[src/rtl/nibser_pkg.sv]
// ----------------------------------------------------------------------------
// nibser_pkg
// Shared definitions for the nibble-serial adder controller.
//   NIB_W   : width of one adder slice (one nibble)
//   state_e : controller state encoding (IDLE / RUN / DONE)
// No ports (package).
// ----------------------------------------------------------------------------
package nibser_pkg;

  localparam int NIB_W = 4;

  typedef enum logic [1:0] {
    ST_IDLE = 2'd0,
    ST_RUN  = 2'd1,
    ST_DONE = 2'd2
  } state_e;

endpackage : nibser_pkg

[src/rtl/nibble_adder4.sv]
// ----------------------------------------------------------------------------
// nibble_adder4
// Purely combinational 4-bit ripple-carry adder slice made of four full
// adders. The controller reuses this one slice for every nibble.
// Ports:
//   a[3:0], b[3:0] : slice operands
//   ci             : slice carry-in
//   s[3:0]         : slice sum
//   cout           : slice carry-out
// ----------------------------------------------------------------------------
module nibble_adder4 (
  input  logic [3:0] a,
  input  logic [3:0] b,
  input  logic       ci,
  output logic [3:0] s,
  output logic       cout
);

  // c[i] is the carry into bit i; c[4] leaves the slice.
  logic [4:0] c;

  assign c[0] = ci;

  for (genvar i = 0; i < 4; i++) begin : g_fa
    assign s[i]   = a[i] ^ b[i] ^ c[i];
    assign c[i+1] = (a[i] & b[i]) | (c[i] & (a[i] ^ b[i]));
  end

  assign cout = c[4];

endmodule : nibble_adder4

[src/rtl/nibble_serial_add_ctrl.sv]
// ----------------------------------------------------------------------------
// nibble_serial_add_ctrl
// Adds two W-bit operands (W = 4*NIBBLES) by time-sharing one 4-bit ripple
// slice, one nibble per clock, least significant nibble first. The carry out
// of each nibble is registered and becomes the carry into the next one.
//
// Handshake: start is accepted in IDLE or DONE; busy is high for NIBBLES
// cycles, then done pulses for one cycle. s/co are valid from done onward and
// held until the next accepted start.
//
// Optional build macro NIBSER_SUB_EN adds a 'sub' input: when sub=1 at start,
// B is latched inverted and the initial carry is forced to 1, so s = A-B
// (mod 2^W) and co=1 means no borrow.
//
// Ports:
//   clk        : clock, rising edge
//   rst_n      : asynchronous active-low reset
//   start      : request pulse
//   a, b [W]   : operands, sampled on accepted start
//   ci         : initial carry-in, sampled on accepted start
//   sub        : (NIBSER_SUB_EN only) subtract select, sampled on start
//   s [W]      : sum register
//   co         : carry out of the most significant nibble
//   busy       : nibbles being processed
//   done       : one-cycle pulse when s/co become valid
// ----------------------------------------------------------------------------
module nibble_serial_add_ctrl
  import nibser_pkg::*;
#(
  parameter int NIBBLES = 4
) (
  input  logic                   clk,
  input  logic                   rst_n,
  input  logic                   start,
  input  logic [4*NIBBLES-1:0]   a,
  input  logic [4*NIBBLES-1:0]   b,
  input  logic                   ci,
`ifdef NIBSER_SUB_EN
  input  logic                   sub,
`endif
  output logic [4*NIBBLES-1:0]   s,
  output logic                   co,
  output logic                   busy,
  output logic                   done
);

  localparam int W     = NIB_W * NIBBLES;
  localparam int IDX_W = $clog2(NIBBLES);

  // --------------------------------------------------------------------------
  // State and datapath registers
  // --------------------------------------------------------------------------
  state_e           state_q, state_d;
  logic [W-1:0]     a_q;       // shifts right one nibble per RUN cycle
  logic [W-1:0]     b_q;
  logic             carry_q;   // carry into the current nibble
  logic [IDX_W-1:0] idx_q;     // nibble currently being added
  logic [W-1:0]     s_q;
  logic             co_q;

  // Control decoded from the FSM
  logic accept;    // latch operands this edge
  logic step;      // process one nibble this edge
  logic last;      // current nibble is the most significant one

  // Operand/carry values as latched on start (B inverted when subtracting)
  logic [W-1:0] b_load;
  logic         ci_load;

`ifdef NIBSER_SUB_EN
  assign b_load  = sub ? ~b : b;
  assign ci_load = sub ? 1'b1 : ci;
`else
  assign b_load  = b;
  assign ci_load = ci;
`endif

  // --------------------------------------------------------------------------
  // Shared adder slice: always looks at the low nibble of the shift registers
  // --------------------------------------------------------------------------
  logic [NIB_W-1:0] slice_s;
  logic             slice_co;

  nibble_adder4 u_slice (
    .a    (a_q[NIB_W-1:0]),
    .b    (b_q[NIB_W-1:0]),
    .ci   (carry_q),
    .s    (slice_s),
    .cout (slice_co)
  );

  assign last = (idx_q == IDX_W'(NIBBLES - 1));

  // --------------------------------------------------------------------------
  // FSM state register
  // --------------------------------------------------------------------------
  // NOTE: sequential state uses non-blocking (<=) so every register samples
  // pre-edge values regardless of the order the blocks are evaluated in.
  always_ff @(posedge clk or negedge rst_n) begin
    if (!rst_n) begin
      state_q <= ST_IDLE;
    end else begin
      state_q <= state_d;
    end
  end

  // --------------------------------------------------------------------------
  // FSM next-state and control
  // --------------------------------------------------------------------------
  // NOTE: every output of this block gets a default first; a path that leaves
  // one unassigned would otherwise infer a latch.
  always_comb begin
    state_d = state_q;
    accept  = 1'b0;
    step    = 1'b0;
    unique case (state_q)
      ST_IDLE: begin
        if (start) begin
          accept  = 1'b1;
          state_d = ST_RUN;
        end
      end
      ST_RUN: begin
        // start is deliberately ignored here
        step = 1'b1;
        if (last) begin
          state_d = ST_DONE;
        end
      end
      ST_DONE: begin
        // Accepting start here gives back-to-back operation
        if (start) begin
          accept  = 1'b1;
          state_d = ST_RUN;
        end else begin
          state_d = ST_IDLE;
        end
      end
      default: begin
        state_d = ST_IDLE;
      end
    endcase
  end

  // --------------------------------------------------------------------------
  // Datapath
  // --------------------------------------------------------------------------
  // NOTE: the operand/result registers are ordinary flops, not a memory, so
  // they are all reset; an abort mid-operation must leave s and co at zero.
  always_ff @(posedge clk or negedge rst_n) begin
    if (!rst_n) begin
      a_q     <= '0;
      b_q     <= '0;
      carry_q <= 1'b0;
      idx_q   <= '0;
      s_q     <= '0;
      co_q    <= 1'b0;
    end else if (accept) begin
      // s and co are left alone so the previous result stays visible
      a_q     <= a;
      b_q     <= b_load;
      carry_q <= ci_load;
      idx_q   <= '0;
    end else if (step) begin
      a_q     <= a_q >> NIB_W;
      b_q     <= b_q >> NIB_W;
      carry_q <= slice_co;
      idx_q   <= idx_q + 1'b1;
      for (int i = 0; i < NIBBLES; i++) begin
        if (idx_q == IDX_W'(i)) begin
          s_q[i*NIB_W +: NIB_W] <= slice_s;
        end
      end
      if (last) begin
        co_q <= slice_co;
      end
    end
  end

  // --------------------------------------------------------------------------
  // Outputs
  // --------------------------------------------------------------------------
  assign s    = s_q;
  assign co   = co_q;
  assign busy = (state_q == ST_RUN);
  assign done = (state_q == ST_DONE);

endmodule : nibble_serial_add_ctrl

[config.mk]
export PLATFORM = sky130hd
export DESIGN_NAME = nibble_serial_add_ctrl
export DESIGN_NICKNAME = d
export VERILOG_FILES = /design/src/rtl/nibser_pkg.sv /design/src/rtl/nibble_adder4.sv /design/src/rtl/nibble_serial_add_ctrl.sv
export SDC_FILE = /design/constraint.sdc
export NUM_CORES = 1
export LEC_CHECK = 0
export ABC_AREA = 0
export CAP_MARGIN = 0
export CORE_MARGIN = 3
export CORE_UTILIZATION = 50
export CTS_CLUSTER_SIZE = 20
export DETAILED_ROUTE_END_ITERATION = 16
export GPL_ROUTABILITY_DRIVEN = 0
export HOLD_SLACK_MARGIN = 0.12
export PLACE_DENSITY = 0.77
export RECOVER_POWER = 100
export SYNTH_ARGS = -nofsm -noshare
export SYNTH_HDL_FRONTEND = slang
export SYNTH_SLANG_ARGS = --single-unit
[constraint.sdc]
create_clock -name clk -period 2.5 [get_ports clk]
set_clock_uncertainty 0.1 [all_clocks]
set_input_delay 0.25 -clock clk [delete_from_list [all_inputs] [get_ports clk]]
set_output_delay 0.25 -clock clk [all_outputs]
set_load 0.02 [all_outputs]
* Word-level counts from Yosys, hierarchy flattened
Index checks and enable logic that the tools add are counted.
** Operators by class
- Reductions and logical operators :: 9
- Equality and inequality tests :: 7
- Add/subtract/negate cells :: 1
- Muxes and demuxes :: 15
- Bitwise logic cells :: 21
** Operators by type and width (number)
- 16-bit 2-to-1 mux :: 4
- 3-bit AND reduction :: 4
- 1-bit AND :: 8
- 2-bit 2-to-1 mux :: 4
- 1-bit XOR :: 8
- 2-bit == test (second input constant) :: 3
- 1-bit 2-to-1 mux :: 6
- 2-bit case mux with 3 select lines :: 1
- 2-bit by 1-bit == test with 1-bit output (second input constant) :: 2
- 2-bit logical NOT :: 2
- 1-bit bitwise OR :: 4
- 2-bit by 1-bit adder with 2-bit output (second input constant) :: 1
- 2-bit by 1-bit != test with 1-bit output (second input constant) :: 1
- 2-bit != test (second input constant) :: 1
- 2-bit AND reduction :: 1
- 2-bit nonzero test :: 1
- 2-bit OR reduction :: 1
- 1-bit inverter :: 1
** Word-level totals
- Word-level logic and storage cells :: 63
- Output and inout bits :: 19
- Register bits :: 54
- Input bits :: 36

* Depth between registers and ports, before layout
Gate-level depths: netlist of run 1.
- Depth after elaboration :: 11
- Mapped depth :: 10
- Gate-level depth less buffers :: 10

* Cells and area by module
A second synthesis of run 1 with hierarchy kept.
** Unflattened totals
- Cells, all modules :: 212
- Area total of the unflattened synthesis :: 2942.8 um^2
** Modules (own cells, without submodules)
- nibble_serial_add_ctrl :: area each 2825.2 um^2, instances 1, cells each 198, seq. area each 1351.3 um^2
- nibble_adder4 :: area each 117.6 um^2, instances 1, cells each 14, seq. area each 0.0 um^2

* Least setup slack after synthesis of run 1
Ideal clock, no wire load.
- Kind :: register to register
- From :: reg a_q[0]
- To :: reg s_q[11] (netlist: s[11])
- Setup slack :: 0.282 ns
- Arrival time :: 2.034 ns
- Cell stages (with the launch flop) :: 9
- Library setup time :: 0.084 ns
- Required time :: 2.316 ns
- Clock period less this slack :: 2.218 ns
- Buffers on the path :: 0
- Cell sequence :: dfrtp_1 -> fa_1 -> inv_1 -> fa_1 -> inv_1 -> fa_1 -> inv_1 -> fa_1 -> o21ai_0
** On the way
- Longest elaborated chain between the ends :: 8
- Elaborated cells between the ends (all ways) :: 9
- Classes of those cells :: bitwise: 9
** Ends and longest elaborated chain
- start: declaration :: line nibble_serial_add_ctrl.sv:54 : logic [W-1:0] a_q;
- start signal: assignment :: line nibble_serial_add_ctrl.sv:165 : a_q <= a_q >> NIB_W;
- 1-bit XOR :: line nibble_adder4.sv:26 : assign c[i+1] = (a[i] & b[i]) | (c[i] & (a[i] ^ b[i]));
- 1-bit AND :: line nibble_adder4.sv:26
- 1-bit bitwise OR * :: line nibble_adder4.sv:26
- 1-bit AND * :: line nibble_adder4.sv:26
- 1-bit bitwise OR * :: line nibble_adder4.sv:26
- 1-bit AND * :: line nibble_adder4.sv:26
- 1-bit bitwise OR * :: line nibble_adder4.sv:26
- 1-bit XOR * :: line nibble_adder4.sv:25 : assign s[i] = a[i] ^ b[i] ^ c[i];
- end signal: indexed assignment :: line nibble_serial_add_ctrl.sv:171 : s_q[i*NIB_W +: NIB_W] <= slice_s;
- end: declaration :: line nibble_serial_add_ctrl.sv:58 : logic [W-1:0] s_q;
Mark *: on every way between the ends. The rest lies on a longest branch, timed or not.
A chain may end at the register's enable or synchronous reset.

* Worst setup path in the final report of run 1
Same ends and word-level chain as after synthesis.

==> Flow_metrics.wiki, run 1 <==
{| class="wikitable"
! Metric !! Value
|-
| Sw Pwr || ~1.7 mW
|-
| Pins over their slew limit || 0
|-
| Area growth from synthesis to layout || 25.0%
|-
| Type of origin of the critical path || register
|-
| Post-synth EDFFs || 0
|-
| Final design utilization || 65.8%
|-
| Remaining global-route overflow || 0
|-
| DIE WIDTH || 77.0 µm
|-
| Number of clock buffers inserted by TritonCTS || 5
|-
| Worst VDD drop || ~800 µV
|-
| Fin crit period || approximately 2300 ps
|-
| Hold_ws || 379 ps
|-
| Cell-by-cell trace of the critical path || fa_1 -> inv_1 -> fa_1 -> inv_1 -> fa_1 -> inv_1 -> fa_1 -> o21ai_0
|-
| Number of vias after detailed routing || between 1500 and 2000
|-
| Worst slack, placed || 153 ps
|-
| Setup-violating endpoint count in the final report || 0
|-
| Actual slew at the worst max-slew pin || 1300 ps
|-
| Clock network fraction of total power || ~12%
|-
| Die Span Y || ~77 µm
|-
| Combined area of all synthesized cells || 0.00252 mm²
|-
| Remaining routing DRC violations || 0
|-
| Final sum of negative setup slack || 0 ps
|-
| Antenna violation net count after detailed routing || 0
|-
| Top cell type's share of synthesized area || between 50 and 60%
|-
| Status || complete, no violations
|-
| Top post-synthesis cells by area || dfrtp_1, buf_6, mux2_2
|-
| Tightest slew margin relative to the limit || 13.0%
|-
| Mean area per synthesized cell || 11.4 µm²
|-
| Hold Fails Final Rpt || 0
|-
| Leakage || 1.36 nW
|-
| Unrepaired setup endpoints after global routing || no
|-
| Synth cell types || 28
|-
| Count of buffers from port buffering || 54
|-
| Synth area leader || dfrtp_1
|-
| Drt total wl || 5040 µm
|-
| Final period utilization || a little over nine tenths
|-
| Portion of total power attributed to sequential cells || 38.4%
|-
| Total inserted antenna cells || 0
|-
| FP Rows || 25
|-
| Endpoint class of the critical path || register
|-
| Cell repeated most along the worst path || fa_1
|-
| Critical path required time || between 2000 and 3000 ps
|-
| Placeable Area || 0.00479 mm²
|-
| Combinational group share of total power || 49.5%
|-
| Net count of the finished layout || 321
|-
| Initial core utilization || 52.7%
|-
| Dominant synthesized flop cell || dfrtp_1
|-
| CTS root buf || clkbuf_8
|-
| Number of design-rule violations left by the first detailed-router iteration || 84
|-
| Largest net degree at the start of global routing || 55
|-
| Sequential-to-total area share from yosys stat || between 50% and 60%
|-
| Per-cell via count in the routed design || 5.27
|-
| Share of final-layout standard cells stronger than drive strength 1 || under 10%
|-
| Number of antenna violations at the first check in global routing || 0
|-
| Clock input transition at the sequential cells of the worst setup and hold paths || 100 ps
|-
| Cell with the largest stage delay on the worst path || fa_1
|-
| Syn. warnings || 0
|-
| Die Footprint || 0.00593 mm²
|-
| Power Internal || 2.47 mW
|-
| Post-synthesis instance total || 222
|-
| Overall track demand over capacity in global routing || 18.2%
|-
| Routed wire per std cell || 14.6 µm
|-
| Top-count cell post-synth || dfrtp_1
|-
| Depth of the CTS H-tree || 2
|-
| Vias in the first global route || 1858
|-
| Clk_lat worst skew || about 300 ps
|-
| Largest stage delay on the critical path || roughly 450 ps
|-
| Number of search-and-repair iterations in the first detailed-routing pass || 4
|-
| Worst setup path category || reg2reg
|-
| Worst Hold Class || reg2reg
|-
| Top fanout value on the critical path || 4
|-
| Half-perimeter wire length after placement || 3640 µm
|-
| Switching portion of total power || 40.2%
|-
| Number of top-level pins || between 50 and 60
|-
| Least setup slack across all paths after layout || 158 ps
|-
| Maximum frequency from static timing analysis || 427 MHz
|-
| Ys async rst share || 100%
|-
| Power density cells || 1310 mW/mm²
|-
| Max Root-Sink Buffers || 2
|-
| Synthesized netlist net count || 266
|-
| Count of max-cap constraint violations || 0
|-
| Register bit count reported by yosys || 54
|-
| CTS tree || done
|-
| Wire length of the first global-routing pass || 8590 µm
|-
| Synth top cells by count || dfrtp_1, nor2_1, nor3_1, o22ai_1
|-
| Overall Power || a little over 4 mW
|-
| Arrival time of data at the critical path endpoint || 2470 ps
|-
| Sinks on the clock net || 54
|}
[routing by layer]
metal / share of wire, % / track usage [%]
met5: 0 / 0
met4: 2.1 / 8.01
met3: 4.2 / 3.52
met2: 50 / 30.6
met1: 44 / 22.8
[cell usage in the layout (no fill, tap or decap), types with 2 or more instances in the layout]
| cell | count |
|---|---|
| a211oi_1 | 9 |
| a21oi_1 | 10 |
| a22o_1 | 8 |
| buf_4 | 5 |
| clkbuf_1 | 2 |
| clkbuf_8 | 6 |
| clkdlybuf4s50_1 | 33 |
| dfrtp_1 | 54 |
| dlygate4sd3_1 | 21 |
| fa_1 | 4 |
| ha_1 | 4 |
| inv_1 | 10 |
| mux2_2 | 9 |
| mux2i_1 | 8 |
| nand2_1 | 10 |
| nand3b_1 | 3 |
| nor2_1 | 18 |
| nor2b_1 | 11 |
| nor3_1 | 16 |
| o21ai_0 | 10 |
| o22ai_1 | 16 |
[final timing paths]
kind	from	cells past startpoint	to	slack, ps
worst max-delay path	a_q[0]	8	s[11]	160
worst min-delay path	s[1]	2	s[1]	380
worst max register to register	a_q[0]	8	s[11]	160
worst min register to register	s[1]	2	s[1]	380
max in group asynchronous	rst_n	3	b_q[7]	770
min in group asynchronous	rst_n	3	s[11]	740
[cells by family (layout without fill, tap and decap cells)]
family / Yosys count / count (layout) / synth area share, %
multiplexers: 17 / 17 / 7.20
AND/OR/NAND/NOR: 62 / 62 / 13.1
adder cells (fa/ha/maj): 8 / 8 / 5.16
buffers and inverters: 26 / 82 / 7.10
flip-flops: 54 / 54 / 53.6
AO/OA/AOI/OAI: 55 / 55 / 13.9
[what timing repair did]
item	4_1_cts	5_1_grt
resized for setup	0	1
hold endpoints to repair	54	0
hold buffers	1	0
buffers inserted	0	0
endpoints found under the setup margin	0	1
[stage by stage]
step,area (µm²),std cells
global route,3150,345
global placement,3060,336
finish,3150,345
floorplan,2520,222
CTS,3170,345
detailed placement,3060,336
[layout make-up]
cell class / count / area (µm²)
tap: 67 / 83.8
inverter: 11 / 41.3
timing repair buffer: 63 / 596
fill: 397 / 1640
clock buffer: 6 / 82.6
sequential: 54 / 1350
multi-input combinational: 142 / 983
clock inverter: 2 / 12.5
[worst max-delay path, delay by kind of cell, from the launching register on]
kind	cells	cell delay (ps)
adders and majority gates	4	1380
DFF	1	420
buffers and inverters	3	200
AOI/OAI and AO/OA	1	170
[registers in the layout, indices dropped and copies added (netlist names)]
name	flops
s	16
carry_q	1
a_q	16
b_q	16
co	1
idx_q	2
state_q	2
[power groups by stage]
stage,combinational (mW),clock [mW],sequential (mW)
finish,2.04,0.501,1.59
detailed placement,2.15,0,1.61
CTS,2.14,0.519,1.60
global placement,2.09,0,1.60
global route,2.28,0.555,1.64
floorplan,1.41,0,1.69
Note: power is estimated with default switching activity, not from simulation.
==> inputs of run 2 (changes only) <==
--- a/config.mk
+++ b/config.mk
@@ -7,7 +7,6 @@
 export LEC_CHECK = 0
 export ABC_AREA = 0
 export CAP_MARGIN = 0
-export CORE_MARGIN = 3
 export CORE_UTILIZATION = 50
 export CTS_CLUSTER_SIZE = 20
 export DETAILED_ROUTE_END_ITERATION = 16
==> Flow_metrics.wiki, run 2 (synthesis results as in run 1) <==
{| class="wikitable"
! Metric !! Value
|-
| Status || complete, no violations (unchanged)
|-
| Number of clock buffers inserted by TritonCTS || 5 (unchanged)
|-
| Setup bufs post-CTS || 0 (unchanged)
|-
| Sw Pwr || 1.67 mW (was 1.66 mW)
|-
| Fin area || 0.00315 mm² (about the same)
|-
| Wire length of the first global-routing pass || 8390 µm (was 8590 µm)
|-
| Type of origin of the critical path || register (unchanged)
|-
| Combinational group share of total power || 49.6% (was 49.5%)
|-
| Worst VDD drop || 762 µV (was 796 µV)
|-
| Count of buffers from port buffering || 54 (unchanged)
|-
| Vias in the first global route || 1765 (was 1858)
|-
| Remaining routing DRC violations || 0 (unchanged)
|-
| Depth of the CTS H-tree || 2 (unchanged)
|-
| Tightest slew margin relative to the limit || 37.1% (was 13.0%)
|-
| Most frequent cells in the layout || dfrtp_1, clkdlybuf4s50_1, dlygate4sd3_1 (unchanged)
|-
| Remaining global-route overflow || 0 (unchanged)
|-
| Per-cell via count in the routed design || 5.25 (was 5.27)
|-
| Final period utilization || 94.7% (was 93.7%)
|-
| Commonest non-fill, non-tap cell in the layout || dfrtp_1 (unchanged)
|-
| Final sum of negative setup slack || 0 ps (unchanged)
|-
| Sinks on the clock net || 54 (unchanged)
|-
| Arrival time of data at the critical path endpoint || 2490 ps (was 2470 ps)
|-
| Hold Fails Final Rpt || 0 (unchanged)
|-
| Total inserted antenna cells || 0 (unchanged)
|-
| Clock input transition at the sequential cells of the worst setup and hold paths || 90 ps (was 100 ps)
|-
| Drt total wl || 5000 µm (was 5040 µm)
|-
| FP Rows || 25 (unchanged)
|-
| Net count of the finished layout || 321 (unchanged)
|-
| Die Span Y || 73.0 µm (was 77.0 µm)
|-
| Portion of total power attributed to sequential cells || 38.4% (about the same)
|-
| Critical path required time || 2630 ps (about the same)
|-
| Placeable Area || 0.00479 mm² (unchanged)
|-
| Switching portion of total power || 40.4% (was 40.2%)
|-
| Setup-violating endpoint count in the final report || 0 (unchanged)
|-
| Half-perimeter wire length after placement || 3620 µm (was 3640 µm)
|-
| Pins over their slew limit || 0 (unchanged)
|-
| CTS root buf || clkbuf_8 (unchanged)
|-
| Routed wire per std cell || 14.5 µm (was 14.6 µm)
|-
| Top fanout value on the critical path || 4 (unchanged)
|-
| Overall track demand over capacity in global routing || 21.1% (was 18.2%)
|-
| Endpoint class of the critical path || register (unchanged)
|-
| Power Internal || 2.46 mW (was 2.47 mW)
|-
| Placed cell area || 0.00306 mm² (unchanged)
|-
| Least setup slack across all paths after layout || 134 ps (was 158 ps)
|-
| Actual slew at the worst max-slew pin || 943 ps (was 1300 ps)
|-
| Fin crit period || 2370 ps (was 2340 ps)
|-
| Unrepaired setup endpoints after global routing || no (unchanged)
|-
| Largest net degree at the start of global routing || 22 (was 55)
|-
| Count of max-cap constraint violations || 0 (unchanged)
|-
| Hold Crit Start || s[1] (unchanged)
|-
| Origin of the critical flop-to-flop path || a_q[0] (unchanged)
|-
| Antenna violation net count after detailed routing || 0 (unchanged)
|-
| Number of top-level pins || 55 (unchanged)
|-
| Number of design-rule violations left by the first detailed-router iteration || 73 (was 84)
|-
| Initial core utilization || 52.7% (unchanged)
|-
| DIE WIDTH || 73.0 µm (was 77.0 µm)
|-
| Area growth from synthesis to layout || 24.8% (was 25.0%)
|-
| CTS tree || done (unchanged)
|-
| Clk_lat worst skew || 300 ps (about the same)
|-
| Maximum frequency from static timing analysis || 423 MHz (was 427 MHz)
|-
| Worst setup path category || reg2reg (unchanged)
|-
| Critical Path Source || a_q[0] (unchanged)
|-
| Share of final-layout standard cells stronger than drive strength 1 || 8.99% (was 9.71%)
|-
| Number of vias after detailed routing || 1811 (was 1819)
|-
| Power density cells || 1310 mW/mm² (about the same)
|-
| Max Root-Sink Buffers || 2 (unchanged)
|-
| Number of antenna violations at the first check in global routing || 0 (unchanged)
|-
| Clock network fraction of total power || 12.1% (about the same)
|-
| Number of search-and-repair iterations in the first detailed-routing pass || 4 (unchanged)
|-
| Worst slack, placed || 109 ps (was 153 ps)
|-
| Leakage || 1.36 nW (about the same)
|-
| Worst Hold Class || reg2reg (unchanged)
|-
| Die Footprint || 0.00533 mm² (was 0.00593 mm²)
|}
[run 2: stage by stage]
step                      utilization [%]  std cells  hold WS (ps)  total power, mW
final                                65.7        345           380             4.13
after global routing                 65.7        345           406             4.47
after CTS                            66.1        345           316             4.24
after detailed placement             64.0        336          97.7             3.75
after global placement               64.0        336           102             3.66
after floorplan                         -        222          -146             3.10
[run 2: layout make-up]
cell class | count | area [µm²]
timing repair buffer | 63 | 592
multi-input combinational | 142 | 986
sequential | 54 | 1350
fill | 391 | 1640
inverter | 11 | 41.3
clock inverter | 1 | 5.00
clock buffer | 7 | 86.3
tap | 67 | 83.8
[run 2: critical path, cell delays in order (launching register included)]
cell     delay, ps
dfrtp_1        420
fa_1           420
inv_1           70
fa_1           170
inv_1           50
fa_1           350
inv_1           70
fa_1           460
o21ai_1        170
[run 2: path summary, 6_finish.rpt]
| kind | to | slack [ps] | depth (start not counted) |
|---|---|---|---|
| max in group asynchronous | b_q[0] | 780 | 3 |
| min | s[1] | 380 | 2 |
| min reg2reg | s[1] | 380 | 2 |
| max | s[7] | 130 | 8 |
| max reg2reg | s[7] | 130 | 8 |
| min in group asynchronous | a_q[14] | 500 | 2 |
[run 2: power groups by stage]
stage / Sequential [mW] / Clock [mW] / Combinational (mW)
after global placement: 1.60 / 0 / 2.06
after global routing: 1.65 / 0.537 / 2.29
after detailed placement: 1.61 / 0 / 2.13
final: 1.59 / 0.498 / 2.05
after CTS: 1.60 / 0.504 / 2.14
after floorplan: 1.69 / 0 / 1.41
[run 2: what timing repair did]
| action | CTS | global route |
|---|---|---|
| hold endpoints to repair | 15 | 0 |
| resized for setup | 0 | 3 |
| endpoints found under the setup margin | 0 | 3 |
| hold buffers | 1 | 0 |
[run 2: per-layer routing]
metal  GRT usage, %  vias to the layer above  wire length, µm
met5              0                        -                0
met4           5.23                        0               49
met3           5.52                        5              211
met2           34.1                       45             2420
met1           28.5                      862             2320
li1               -                      899                -
